==> src/rtl/emulib_ingress_pipe_fifo_if.sv <==
// Host/model bundle for the ingress pipe FIFO: host push/commit/flush/hold
// controls, occupancy counters and the model-facing pio stream.
interface emulib_ingress_pipe_fifo_if #(
    parameter int DATA_WIDTH = 1,
    parameter int CNT_WIDTH  = 5
);
    // Handshakes: a push happens on a cycle where host_valid && host_ready are
    // both high; a stream response is consumed on a cycle where stream_valid &&
    // stream_ready are both high, and it pops a word only if stream_empty is low.
    logic                  host_valid;
    logic                  host_ready;
    logic [DATA_WIDTH-1:0] host_data;
    logic                  host_commit;
    logic                  host_flush;
    logic                  host_hold;
    logic [CNT_WIDTH-1:0]  staged_count;
    logic [CNT_WIDTH-1:0]  committed_count;
    logic [31:0]           consumed_total;
    logic                  stream_valid;
    logic [DATA_WIDTH-1:0] stream_data;
    logic                  stream_empty;
    logic                  stream_ready;

    modport master (
        output host_valid, host_data, host_commit, host_flush, host_hold, stream_ready,
        input  host_ready, staged_count, committed_count, consumed_total,
               stream_valid, stream_data, stream_empty
    );

    modport slave (
        input  host_valid, host_data, host_commit, host_flush, host_hold, stream_ready,
        output host_ready, staged_count, committed_count, consumed_total,
               stream_valid, stream_data, stream_empty
    );
endinterface

==> src/rtl/emulib_ingress_pipe_fifo.sv <==
// Staging FIFO: host words become visible to the model only after a commit
// pulse, so the model always sees whole batches.
module emulib_ingress_pipe_fifo #(
    parameter int DATA_WIDTH = 1,
    parameter int DEPTH      = 16,
    parameter int CNT_WIDTH  = $clog2(DEPTH) + 1
) (
    input logic                       clk,
    input logic                       rst,
    emulib_ingress_pipe_fifo_if.slave bus
);
    localparam int ADDR = $clog2(DEPTH);
    localparam int PW   = ADDR + 1;
    localparam logic [PW-1:0] FULL_CNT = PW'(DEPTH);

    logic [DATA_WIDTH-1:0] mem_q [DEPTH];
    logic [PW-1:0]         wr_ptr_q, wr_ptr_d;
    logic [PW-1:0]         cm_ptr_q, cm_ptr_d;
    logic [PW-1:0]         rd_ptr_q, rd_ptr_d;
    logic [31:0]           consumed_q, consumed_d;
    logic                  stream_valid_q;
    logic [PW-1:0]         staged_cnt;
    logic [PW-1:0]         committed_cnt;
    logic                  host_ready;
    logic                  push;
    logic                  pop;
    logic                  empty;

    // Pointers carry one extra bit so full and empty stay distinguishable.
    assign staged_cnt    = wr_ptr_q - rd_ptr_q;
    assign committed_cnt = cm_ptr_q - rd_ptr_q;
    assign empty         = (cm_ptr_q == rd_ptr_q);
    assign host_ready    = (staged_cnt != FULL_CNT) && !bus.host_flush;
    assign push          = bus.host_valid && host_ready;
    assign pop           = stream_valid_q && bus.stream_ready && !empty;

    always_comb begin
        wr_ptr_d   = wr_ptr_q + PW'(push);
        rd_ptr_d   = rd_ptr_q + PW'(pop);
        cm_ptr_d   = bus.host_commit ? wr_ptr_d : cm_ptr_q;
        consumed_d = consumed_q + 32'(pop);
        if (bus.host_flush) begin
            wr_ptr_d   = '0;
            rd_ptr_d   = '0;
            cm_ptr_d   = '0;
            consumed_d = '0;
        end
    end

    always_ff @(posedge clk) begin
        if (rst) begin
            wr_ptr_q       <= '0;
            cm_ptr_q       <= '0;
            rd_ptr_q       <= '0;
            consumed_q     <= '0;
            stream_valid_q <= 1'b0;
        end else begin
            wr_ptr_q       <= wr_ptr_d;
            cm_ptr_q       <= cm_ptr_d;
            rd_ptr_q       <= rd_ptr_d;
            consumed_q     <= consumed_d;
            stream_valid_q <= !bus.host_hold;
        end
    end

    // Storage is left uninitialised; pointers alone define what is valid.
    always_ff @(posedge clk) begin
        if (push) begin
            mem_q[wr_ptr_q[ADDR-1:0]] <= bus.host_data;
        end
    end

    assign bus.host_ready      = host_ready;
    assign bus.staged_count    = CNT_WIDTH'(staged_cnt);
    assign bus.committed_count = CNT_WIDTH'(committed_cnt);
    assign bus.consumed_total  = consumed_q;
    assign bus.stream_valid    = stream_valid_q;
    assign bus.stream_data     = mem_q[rd_ptr_q[ADDR-1:0]];
    assign bus.stream_empty    = empty;
endmodule

==> src/flat_wrapper.sv <==
// flat-port wrapper written by rule: the top's interface ports become plain ports
module emulib_ingress_pipe_fifo_flat 
#(
    parameter int DATA_WIDTH = 1,
    parameter int DEPTH      = 16,
    parameter int CNT_WIDTH  = $clog2(DEPTH) + 1
)
  (clk, rst, bus_host_valid, bus_host_data, bus_host_commit, bus_host_flush, bus_host_hold, bus_stream_ready, bus_host_ready, bus_staged_count, bus_committed_count, bus_consumed_total, bus_stream_valid, bus_stream_data, bus_stream_empty);
  emulib_ingress_pipe_fifo_if #(.DATA_WIDTH(DATA_WIDTH), .CNT_WIDTH(CNT_WIDTH)) bus_i ();
  input logic clk;
  input logic rst;
  input wire logic [$bits(bus_i.host_valid)-1:0] bus_host_valid;
  input wire logic [$bits(bus_i.host_data)-1:0] bus_host_data;
  input wire logic [$bits(bus_i.host_commit)-1:0] bus_host_commit;
  input wire logic [$bits(bus_i.host_flush)-1:0] bus_host_flush;
  input wire logic [$bits(bus_i.host_hold)-1:0] bus_host_hold;
  input wire logic [$bits(bus_i.stream_ready)-1:0] bus_stream_ready;
  output wire logic [$bits(bus_i.host_ready)-1:0] bus_host_ready;
  output wire logic [$bits(bus_i.staged_count)-1:0] bus_staged_count;
  output wire logic [$bits(bus_i.committed_count)-1:0] bus_committed_count;
  output wire logic [$bits(bus_i.consumed_total)-1:0] bus_consumed_total;
  output wire logic [$bits(bus_i.stream_valid)-1:0] bus_stream_valid;
  output wire logic [$bits(bus_i.stream_data)-1:0] bus_stream_data;
  output wire logic [$bits(bus_i.stream_empty)-1:0] bus_stream_empty;
  assign bus_i.host_valid = bus_host_valid;
  assign bus_i.host_data = bus_host_data;
  assign bus_i.host_commit = bus_host_commit;
  assign bus_i.host_flush = bus_host_flush;
  assign bus_i.host_hold = bus_host_hold;
  assign bus_i.stream_ready = bus_stream_ready;
  assign bus_host_ready = bus_i.host_ready;
  assign bus_staged_count = bus_i.staged_count;
  assign bus_committed_count = bus_i.committed_count;
  assign bus_consumed_total = bus_i.consumed_total;
  assign bus_stream_valid = bus_i.stream_valid;
  assign bus_stream_data = bus_i.stream_data;
  assign bus_stream_empty = bus_i.stream_empty;
  emulib_ingress_pipe_fifo #(.DATA_WIDTH(DATA_WIDTH), .DEPTH(DEPTH), .CNT_WIDTH(CNT_WIDTH)) u_core (.clk(clk), .rst(rst), .bus(bus_i));
endmodule
==> config.mk <==
export PLATFORM = sky130hd
export DESIGN_NAME = emulib_ingress_pipe_fifo_flat
export DESIGN_NICKNAME = d
export VERILOG_FILES = /design/src/rtl/emulib_ingress_pipe_fifo_if.sv /design/src/rtl/emulib_ingress_pipe_fifo.sv /design/src/flat_wrapper.sv
export SDC_FILE = /design/constraint.sdc
export NUM_CORES = 1
export LEC_CHECK = 0
export CAP_MARGIN = 20
export CORE_ASPECT_RATIO = 0.8
export CORE_MARGIN = 2
export CORE_UTILIZATION = 50
export CTS_CLUSTER_DIAMETER = 200
export DETAILED_ROUTE_END_ITERATION = 6
export PLACE_DENSITY = 0.86
export SYNTH_ARGS = -nofsm -noshare
export SYNTH_HDL_FRONTEND = slang
export SYNTH_SLANG_ARGS = --single-unit
==> constraint.sdc <==
create_clock -name clk -period 3.4 [get_ports clk]
set_input_delay 0.68 -clock clk [delete_from_list [all_inputs] [get_ports clk]]
set_output_delay 0.68 -clock clk [all_outputs]
set_load 0.01 [all_outputs]
Yosys cells after proc, flatten, opt, wreduce, memory -nomap -nowiden
Memories as Yosys holds them, arrays and structs flattened. A register that Yosys moved wholly into a read port is not among the register bits.
Index checks and enable logic that the tools add are counted.

storage, ports and cells
  flip-flop bits (word level) = 48
  memory bits (writable) = 16
  bits of input ports = 8
  output and inout port bits = 46
  word-level logic and storage cells = 24
  memories = 1

cells by class
  add/subtract/negate cells = 5
  equal/unequal tests = 2
  mux-type cells = 3
  reductions and logical operators = 8

memories
  name          depth  width  rd ports  clocked after memory_dff  write ports  RTL line                        RTL
  u_core.mem_q  16     1      1         1                         1            emulib_ingress_pipe_fifo.sv:16  logic [DATA_WIDTH-1:0] mem_q [DEPTH];

operator list
  operator              number
  $add A32 B1 Y32       1
  $add A5 B1 Y5         2
  $sub A5 B5 Y5         2
  $eq A5 B5 Y1          1
  $ne A5 B5 Y1 const B  1
  $logic_and A1 B1 Y1   4
  $mux W4               1
  $logic_not A1 Y1      3
  $mux W1               2
  $reduce_or A2 Y1      1

Depth between registers and ports, before layout
Gate-level depths: netlist of run 1.

  word-level depth = 6
  depth in mapped cells = 13
  mapped depth without buffers = 12

Worst setup path after synthesis of run 1
OpenSTA, ideal clock, no wires.

  kind = flip-flop to flip-flop
  from = reg u_core.wr_ptr_q[1]
  to = reg u_core.cm_ptr_q[4]
  library setup time = 0.137 ns
  arrival time = 2.981 ns
  data required time = 3.263 ns
  setup slack = 0.282 ns
  cell stages (with the launch flop) = 13
  buffers on the path = 2
  clock period less this slack = 3.118 ns
  cell sequence = dfxtp_1 -> clkbuf_1 -> inv_1 -> fa_1 -> inv_1 -> nor3_1 -> clkbuf_1 -> a31oi_1 -> ha_1 -> ha_1 -> nand2_1 -> xor2_1 -> a211oi_1

on the way
  longest elaborated chain between the ends = 5

ends and longest elaborated chain
  what                           RTL line                        RTL
  start: declaration             emulib_ingress_pipe_fifo.sv:17  logic [PW-1:0] wr_ptr_q, wr_ptr_d;
  start signal: assignment       emulib_ingress_pipe_fifo.sv:58  wr_ptr_q <= wr_ptr_d;
  $sub A5 B5 Y5                  emulib_ingress_pipe_fifo.sv:30  assign staged_cnt = wr_ptr_q - rd_ptr_q;
  named net bus_staged_count[1]  flat_wrapper.sv:19              output wire logic [$bits(bus_i.staged_count)-1:0] bus_staged_count;
  $ne A5 B5 Y1                   emulib_ingress_pipe_fifo.sv:33  assign host_ready = (staged_cnt != FULL_CNT) && !bus.host_flush;
  $logic_and A1 B1 Y1            emulib_ingress_pipe_fifo.sv:33
  $logic_and A1 B1 Y1            emulib_ingress_pipe_fifo.sv:34  assign push = bus.host_valid && host_ready;
  $add A5 B1 Y5                  emulib_ingress_pipe_fifo.sv:38  wr_ptr_d = wr_ptr_q + PW'(push);
  end signal: assignment         emulib_ingress_pipe_fifo.sv:59  cm_ptr_q <= cm_ptr_d;
  end: declaration               emulib_ingress_pipe_fifo.sv:18  logic [PW-1:0] cm_ptr_q, cm_ptr_d;

The timed path passes the listed nets, and every way through them passes these cells.
A chain may end at the register's enable or synchronous reset.

Worst setup path in the final report of run 1
  from = reg u_core.wr_ptr_q[0]
  to = out bus_staged_count[4]

on the way
  longest elaborated chain between the ends = 1

ends and longest elaborated chain
  what              RTL line
  $sub A5 B5 Y5     emulib_ingress_pipe_fifo.sv:30
  end: declaration  flat_wrapper.sv:19

Every way passes these cells.

==> metrics.md, run 1 <==
| Metric | Value |
|---|---|
| Unique masters post-synth | `38` |
| Share of the yosys chip area belonging to registers | `between 40% and 50%` |
| Fmax | `between 300 and 400 MHz` |
| YS warnings | `0` |
| Setup slack, reg-to-reg | `about 0.30 ns` |
| GR Overflow Total | `0` |
| DIE WIDTH | `between 90 and 100 um` |
| WL final | `around 8200 um` |
| Leak | `1.46 nW` |
| Reg2Reg Depth | `11` |
| Synth Flop Type | `dfxtp_1` |
| Crit Path Category | `reg2out` |
| IO Pins | `54` |
| Slowest stage delay, CP | `0.62 ns` |
| Required @ worst endpoint | `~2.7 ns` |
| Worst setup EP type | `output pin` |
| Hold_sp | `u_core.cm_ptr_q[3]` |
| GP Congestion | `0.897` |
| Core area | `~0.0064 mm^2` |
| Met3 Track Usage GR | `6.82%` |
| Cts bufs inserted | `9` |
| Syn Nets | `367` |
| Final Hold Viols | `0` |
| First-pass GRT wire length | `13100 um` |
| # diodes | `0` |
| Vias in the first global route | `between 2k and 3k` |
| FILL cells | `approximately 490` |
| Htree depth | `3` |
| Critical Path Fanout Max | `3` |
| Final nets | `roughly 430` |
| DIE AREA | `about 0.0072 mm^2` |
| Setup TNS | `0 ns` |
| First-pass iteration count of the detailed router | `5` |
| Max capacitance violation total | `0` |
| Clock period minus worst slack | `between 3 and 4 ns` |
| Syn avg cell area | `9.57 um^2` |
| Final setup margin | `0.114 ns` |
| P&R area growth vs syn | `27.3%` |
| RR Endpoint | `u_core.bus.consumed_total[18]` |
| HP Class | `reg2reg` |
| Post-synthesis cell count | `roughly 340` |
| Status | `finished clean` |
| Most frequent cells in the layout | `clkdlybuf4s50_1, dfxtp_1, nor2_1, nand3_1` |
| Met1 Use GR | `30.9%` |
| Reg clk slew, reported paths | `~0.070 ns` |
| DR vias/cell | `6.02` |
| Hold_buf cts | `0` |
| Non-Filler Instances | `between 400 and 500` |
| Largest net degree at the start of global routing | `40` |
| Total track usage | `approximately 23%` |
| Initial antenna violation count | `0` |
| Post-synth ARST share | `0%` |
| Final core occ | `between 60% and 70%` |
| Final Cycle Share | `between 90% and 100%` |
| Slew Limit Headroom | `between 50% and 60%` |
| Startpoint Class | `flop` |
| Post-synth EDFFs | `16` |
| Mapped cell area | `~0.0033 mm^2` |
| Family with the most delay on the worst path | `buffers and inverters` |
| Hold Crit Depth | `2` |
| Share of cells above drive strength 1 | `8.35%` |
| Slowest cell on the critical path | `clkdlybuf4s50_1` |
| RSZ-0062 raised after global routing | `no` |
| Initial Util | `just over 50%` |
| Most Used Layer, Global Route | `met2` |
| I/O Buffers | `53` |
| Buf+Inv Stages, Crit Path | `2` |
| CTS tree | `done` |
| Reg2Reg Launch Point | `u_core.rd_ptr_q[2]` |
| Worst-Margin Slew | `between 0.7 and 0.8 ns` |
| Setup Slack @ Placement | `roughly 0.25 ns` |
| Die height | `76.5 um` |
| Total power draw | `between 0.0015 and 0.002 W` |
| Synthesis-stage register bit count | `64` |
| Max Slew Vio Count | `0` |
| Core Rows | `26` |
| Post-route DRC | `0` |
| Longest Clk Path Bufs | `2` |
| Placed Cells | `between 400 and 500` |
| # clock sinks | `64` |
| Hold path endpoint | `u_core.cm_ptr_q[3]` |
| Arr. time, crit path | `2.61 ns` |
| Setup violators final | `0` |
| Commonest non-fill, non-tap cell in the layout | `clkdlybuf4s50_1` |
| Multi-input logic area | `approximately 0.0017 mm^2` |
| Vias | `a little under 3k` |
| Final ANT Viol Nets | `0` |
| Fin Clk Skew | `approximately 0.015 ns` |
| PD cells | `around 400 mW/mm^2` |
| Worst Setup SP | `u_core.wr_ptr_q[0]` |
| DR WL/cell | `16.6 um` |
| Worst skew pair latency | `about 0.35 ns` |
| FF/Latch Area | `approximately 0.0014 mm^2` |
| CP Cell Sequence | `inv_1 > ha_1 > fa_1 > nand2b_1 > a21oi_1 > xnor2_1 > clkdlybuf4s50_1` |
| IR drop worst, VDD | `approximately 0.00021 V` |
| Root Driver | `clkbuf_8` |
| 1st-iter DRT viols | `318` |
| Met2 Usage GRT | `between 30% and 40%` |
| DP Wirelength | `5720 um` |
[through the flow]
step                      instance area (um^2)  hold WS (ns)
after floorplan                           3280         0.460
after global placement                    3920         0.478
after detailed placement                  3920         0.486
after CTS                                 4160         0.505
after global routing                      4180         0.532
final                                     4180         0.513
[logic make-up after synthesis]
family,count (synthesis),synth area share [%]
buf+inv,34,4.16
compound gates,59,11.2
xor+xnor,27,7.21
flops,64,43.9
fa+ha+maj,16,6.56
simple gates,135,22.6
mux,8,4.35
[cell usage after synthesis, types with 3 or more instances]
master | number | area, um^2
dfxtp_1 | 48 | 961
nor2_1 | 37 | 139
nand3_1 | 24 | 120
a21oi_1 | 19 | 95.1
inv_1 | 19 | 71.3
a31oi_1 | 18 | 113
nand4_1 | 17 | 106
edfxtp_1 | 16 | 480
ha_1 | 14 | 175
xnor2_1 | 14 | 123
xor2_1 | 13 | 114
nand2_1 | 12 | 45.0
clkbuf_1 | 11 | 41.3
o31ai_1 | 9 | 67.6
or4_1 | 9 | 67.6
and2_1 | 7 | 43.8
and4_1 | 7 | 61.3
mux4_2 | 5 | 113
nor4_1 | 4 | 25.0
or3_1 | 4 | 25.0
a211oi_1 | 3 | 22.5
mux2i_1 | 3 | 30.0
nor2b_1 | 3 | 18.8
nor3_1 | 3 | 15.0
o21ai_0 | 3 | 15.0
o41ai_1 | 3 | 26.3
[where the power goes]
group	total (W)	leakage (nW)	internal, W	switching (W)
Clock	0.000772	0.122	0.000478	0.000295
Sequential	0.000784	0.531	0.000782	0.00000203
Combinational	0.0000798	0.806	0.0000348	0.0000450
Total	0.00164	1.46	0.00129	0.000342
[tightest hold or removal path, cell delays in order, from the launching register on]
cell and delay (ns):
dfxtp_1 0.32, nor2_1 0.09, a211oi_1 0.05
[sequential cells by signal, indices dropped and copies added (netlist names)]
| name | count |
|---|---|
| u_core.wr_ptr_q | 5 |
| u_core.bus.stream_valid | 1 |
| u_core.bus.consumed_total | 32 |
| u_core.rd_ptr_q | 5 |
| u_core.cm_ptr_q | 5 |
| u_core.mem_q | 16 |
[worst max-delay path by stage]
stage | end | cells after the start
after floorplan | u_core.cm_ptr_q[4] | 12
after global placement | u_core.bus.consumed_total[26] | 9
after detailed placement | u_core.bus.consumed_total[30] | 9
after CTS | bus_host_ready | 8
after global routing | u_core.bus.consumed_total[28] | 12
final | bus_staged_count[4] | 7
[final cells by class]
type                            count  area share (%)
Multi-Input combinational cell    245            41.0
Sequential cell                    64            34.5
Timing Repair Buffer               63            14.6
Clock buffer                       12            3.98
Tap cell                           84            2.52
Clock inverter                      4            1.77
Inverter                           19            1.71
[layer usage]
metal	vias to the layer above	part of all wire (%)
li1	1384	-
met1	1401	43
met2	157	47
met3	14	8.7
met4	0	1.2
met5	-	0
[repair_timing]
item / CTS / global route
buffers inserted: 0 / 1
setup endpoints to repair: 0 / 4
endpoints found under the hold margin: 0 / 0
gates resized for setup: 0 / 2
Power figures use the tool's default switching activity.
==> run 2, diff against run 1 <==
- CTS_CLUSTER_SIZE: unset -> 16
- MAX_ROUTING_LAYER: unset -> met4
==> metrics.md, run 2 (same netlist as run 1, synthesis figures left out) <==
| Metric | Value |
|---|---|
| Core area | `about 0.0064 mm^2` |
| I/O Buffers | `53` |
| Worst setup EP type | `output pin` |
| IR drop worst, VDD | `0.000208 V` |
| Leak | `approximately 1.5 nW` |
| IO Pins | `54` |
| Slowest cell on the critical path | `clkdlybuf4s50_1` |
| GP Congestion | `0.963` |
| Clock period minus worst slack | `roughly 3.2 ns` |
| Arr. time, crit path | `2.55 ns` |
| GR Overflow Total | `0` |
| PD cells | `roughly 370 mW/mm^2` |
| Die height | `approximately 76 um` |
| Hold_buf cts | `0` |
| Final nets | `between 400 and 500` |
| WL final | `slightly below 8000 um` |
| Longest Clk Path Bufs | `2` |
| DR vias/cell | `approximately 6` |
| Hold Crit Depth | `2` |
| Setup TNS | `0 ns` |
| Final Hold Viols | `0` |
| # diodes | `0` |
| DR WL/cell | `around 16 um` |
| Crit Path Category | `reg2out` |
| Status | `finished clean` |
| Final ANT Viol Nets | `0` |
| CP Cell Sequence | `ha_1 > fa_1 > nand2b_1 > a21oi_2 > xnor2_1 > clkdlybuf4s50_1` |
| Startpoint Class | `flop` |
| Final core occ | `approximately 65%` |
| Fmax | `slightly above 300 MHz` |
| DP Wirelength | `~5500 um` |
| Initial Util | `between 50% and 60%` |
| CTS tree | `done` |
| Commonest non-fill, non-tap cell in the layout | `clkdlybuf4s50_1` |
| Final Cycle Share | `95.1%` |
| Max capacitance violation total | `0` |
| Htree depth | `3` |
| Core Rows | `26` |
| Reg clk slew, reported paths | `roughly 0.070 ns` |
| Fin Clk Skew | `0.0118 ns` |
| Root Driver | `clkbuf_8` |
| Setup slack, reg-to-reg | `about 0.24 ns` |
| HP Class | `reg2reg` |
| Hold WS | `0.495 ns` |
| First-pass GRT wire length | `roughly 13000 um` |
| Vias in the first global route | `~2.6k` |
| RSZ-0062 raised after global routing | `no` |
| Critical Path Fanout Max | `5` |
| RR Endpoint | `u_core.bus.consumed_total[18]` |
| P&R area growth vs syn | `26.8%` |
| Total track usage | `about a quarter` |
| Hold_sp | `u_core.bus.consumed_total[31]` |
| Most frequent cells in the layout | `clkdlybuf4s50_1, dfxtp_1, nor2_1, nand3_1, inv_1` |
| Required @ worst endpoint | `2.72 ns` |
| Worst skew pair latency | `approximately 0.34 ns` |
| Slew Limit Headroom | `between 40% and 50%` |
| First-pass iteration count of the detailed router | `5` |
| Largest net degree at the start of global routing | `40` |
| Cts bufs inserted | `9` |
| Share of cells above drive strength 1 | `9.07%` |
| Worst-Margin Slew | `0.770 ns` |
| Hold path endpoint | `u_core.bus.consumed_total[31]` |
| Max Slew Vio Count | `0` |
| Reg2Reg Depth | `11` |
| Vias | `between 2k and 3k` |
| Post-route DRC | `0` |
| # clock sinks | `64` |
| DIE AREA | `between 0.007 and 0.008 mm^2` |
| 1st-iter DRT viols | `approximately 260` |
| DIE WIDTH | `94.6 um` |
| FILL cells | `about 500` |
| Initial antenna violation count | `0` |
| Slowest stage delay, CP | `roughly 0.60 ns` |
| Setup violators final | `0` |
| Max FFs per register | `32` |
| Reg2Reg Launch Point | `u_core.rd_ptr_q[2]` |
[run 2: cell count changes in the layout (fill, tap and decap cells not counted)]
cell	before	now
buf_4	10	11
clkinv_4	1	0
a21oi_1	19	18
dfxtp_1	48	47
dfxtp_2	0	1
clkbuf_8	10	13
a21oi_2	0	1
bufinv_16	2	0
[run 2: metrics by stage]
step                      instances  instance area [um^2]  total power, W  worst slack [ns]
after floorplan                 343                  3280        0.000842             0.282
after CTS                       491                  4140         0.00154            0.0248
after global routing            492                  4160         0.00158            0.0442
after global placement          475                  3930        0.000877             0.327
after detailed placement        475                  3930        0.000879             0.243
final                           492                  4160         0.00153             0.167
[run 2: worst max-delay path by stage]
stage               depth (start not counted)  slack [ns]                from                       endpoint
global placement                            9        0.33    bus_stream_ready  u_core.bus.consumed_total[30]
finish                                      6        0.17  u_core.rd_ptr_q[0]            bus_staged_count[4]
floorplan                                  12        0.28  u_core.wr_ptr_q[1]             u_core.cm_ptr_q[4]
detailed placement                          9        0.24    bus_stream_ready  u_core.bus.consumed_total[18]
global route                               11        0.04  u_core.rd_ptr_q[2]  u_core.bus.consumed_total[18]
CTS                                         7        0.02  u_core.rd_ptr_q[0]                 bus_host_ready
[run 2: report_power, final]
group	switching, W	internal [W]	leakage [nW]
Clock	0.000281	0.000389	0.111
Combinational	0.0000439	0.0000349	0.811
Sequential	0.00000214	0.000783	0.532
Total	0.000327	0.00121	1.45
[run 2: final cells by class]
class	instances	area (um^2)	share of cell area [%]
clock buffer	15	208	4.99
clock inverter	1	5.00	0.120
inverter	19	71.3	1.71
multi-input combinational	245	1720	41.2
sequential	64	1440	34.7
tap	84	105	2.52
timing repair buffer	64	616	14.8
[run 2: layer usage]
layer | share of wire, % | track usage [%] | vias up
met5 | 0 | - | -
met4 | 1.8 | 9.86 | 0
met3 | 5.2 | 3.36 | 12
met2 | 45 | 33.1 | 108
met1 | 48 | 33.4 | 1416
li1 | - | - | 1389
[run 2: repair_timing]
action	in CTS	in global routing
gates resized for setup	0	4
buffers inserted	0	1
endpoints found under the setup margin	0	4
[run 2: worst max-delay path, delay by kind of cell (launching register included)]
family / cells / cell delay [ns]
compound gates: 1 / 0.17
simple gates: 1 / 0.19
buf+inv: 1 / 0.60
flops: 1 / 0.37
xor+xnor: 1 / 0.20
fa+ha+maj: 2 / 0.68
==> run 3, diff against run 2 <==
- CTS_CLUSTER_SIZE: 16 -> unset
==> results of run 3 <==
Same layout as run 2: the final DEF is identical, and so are final timing and power.
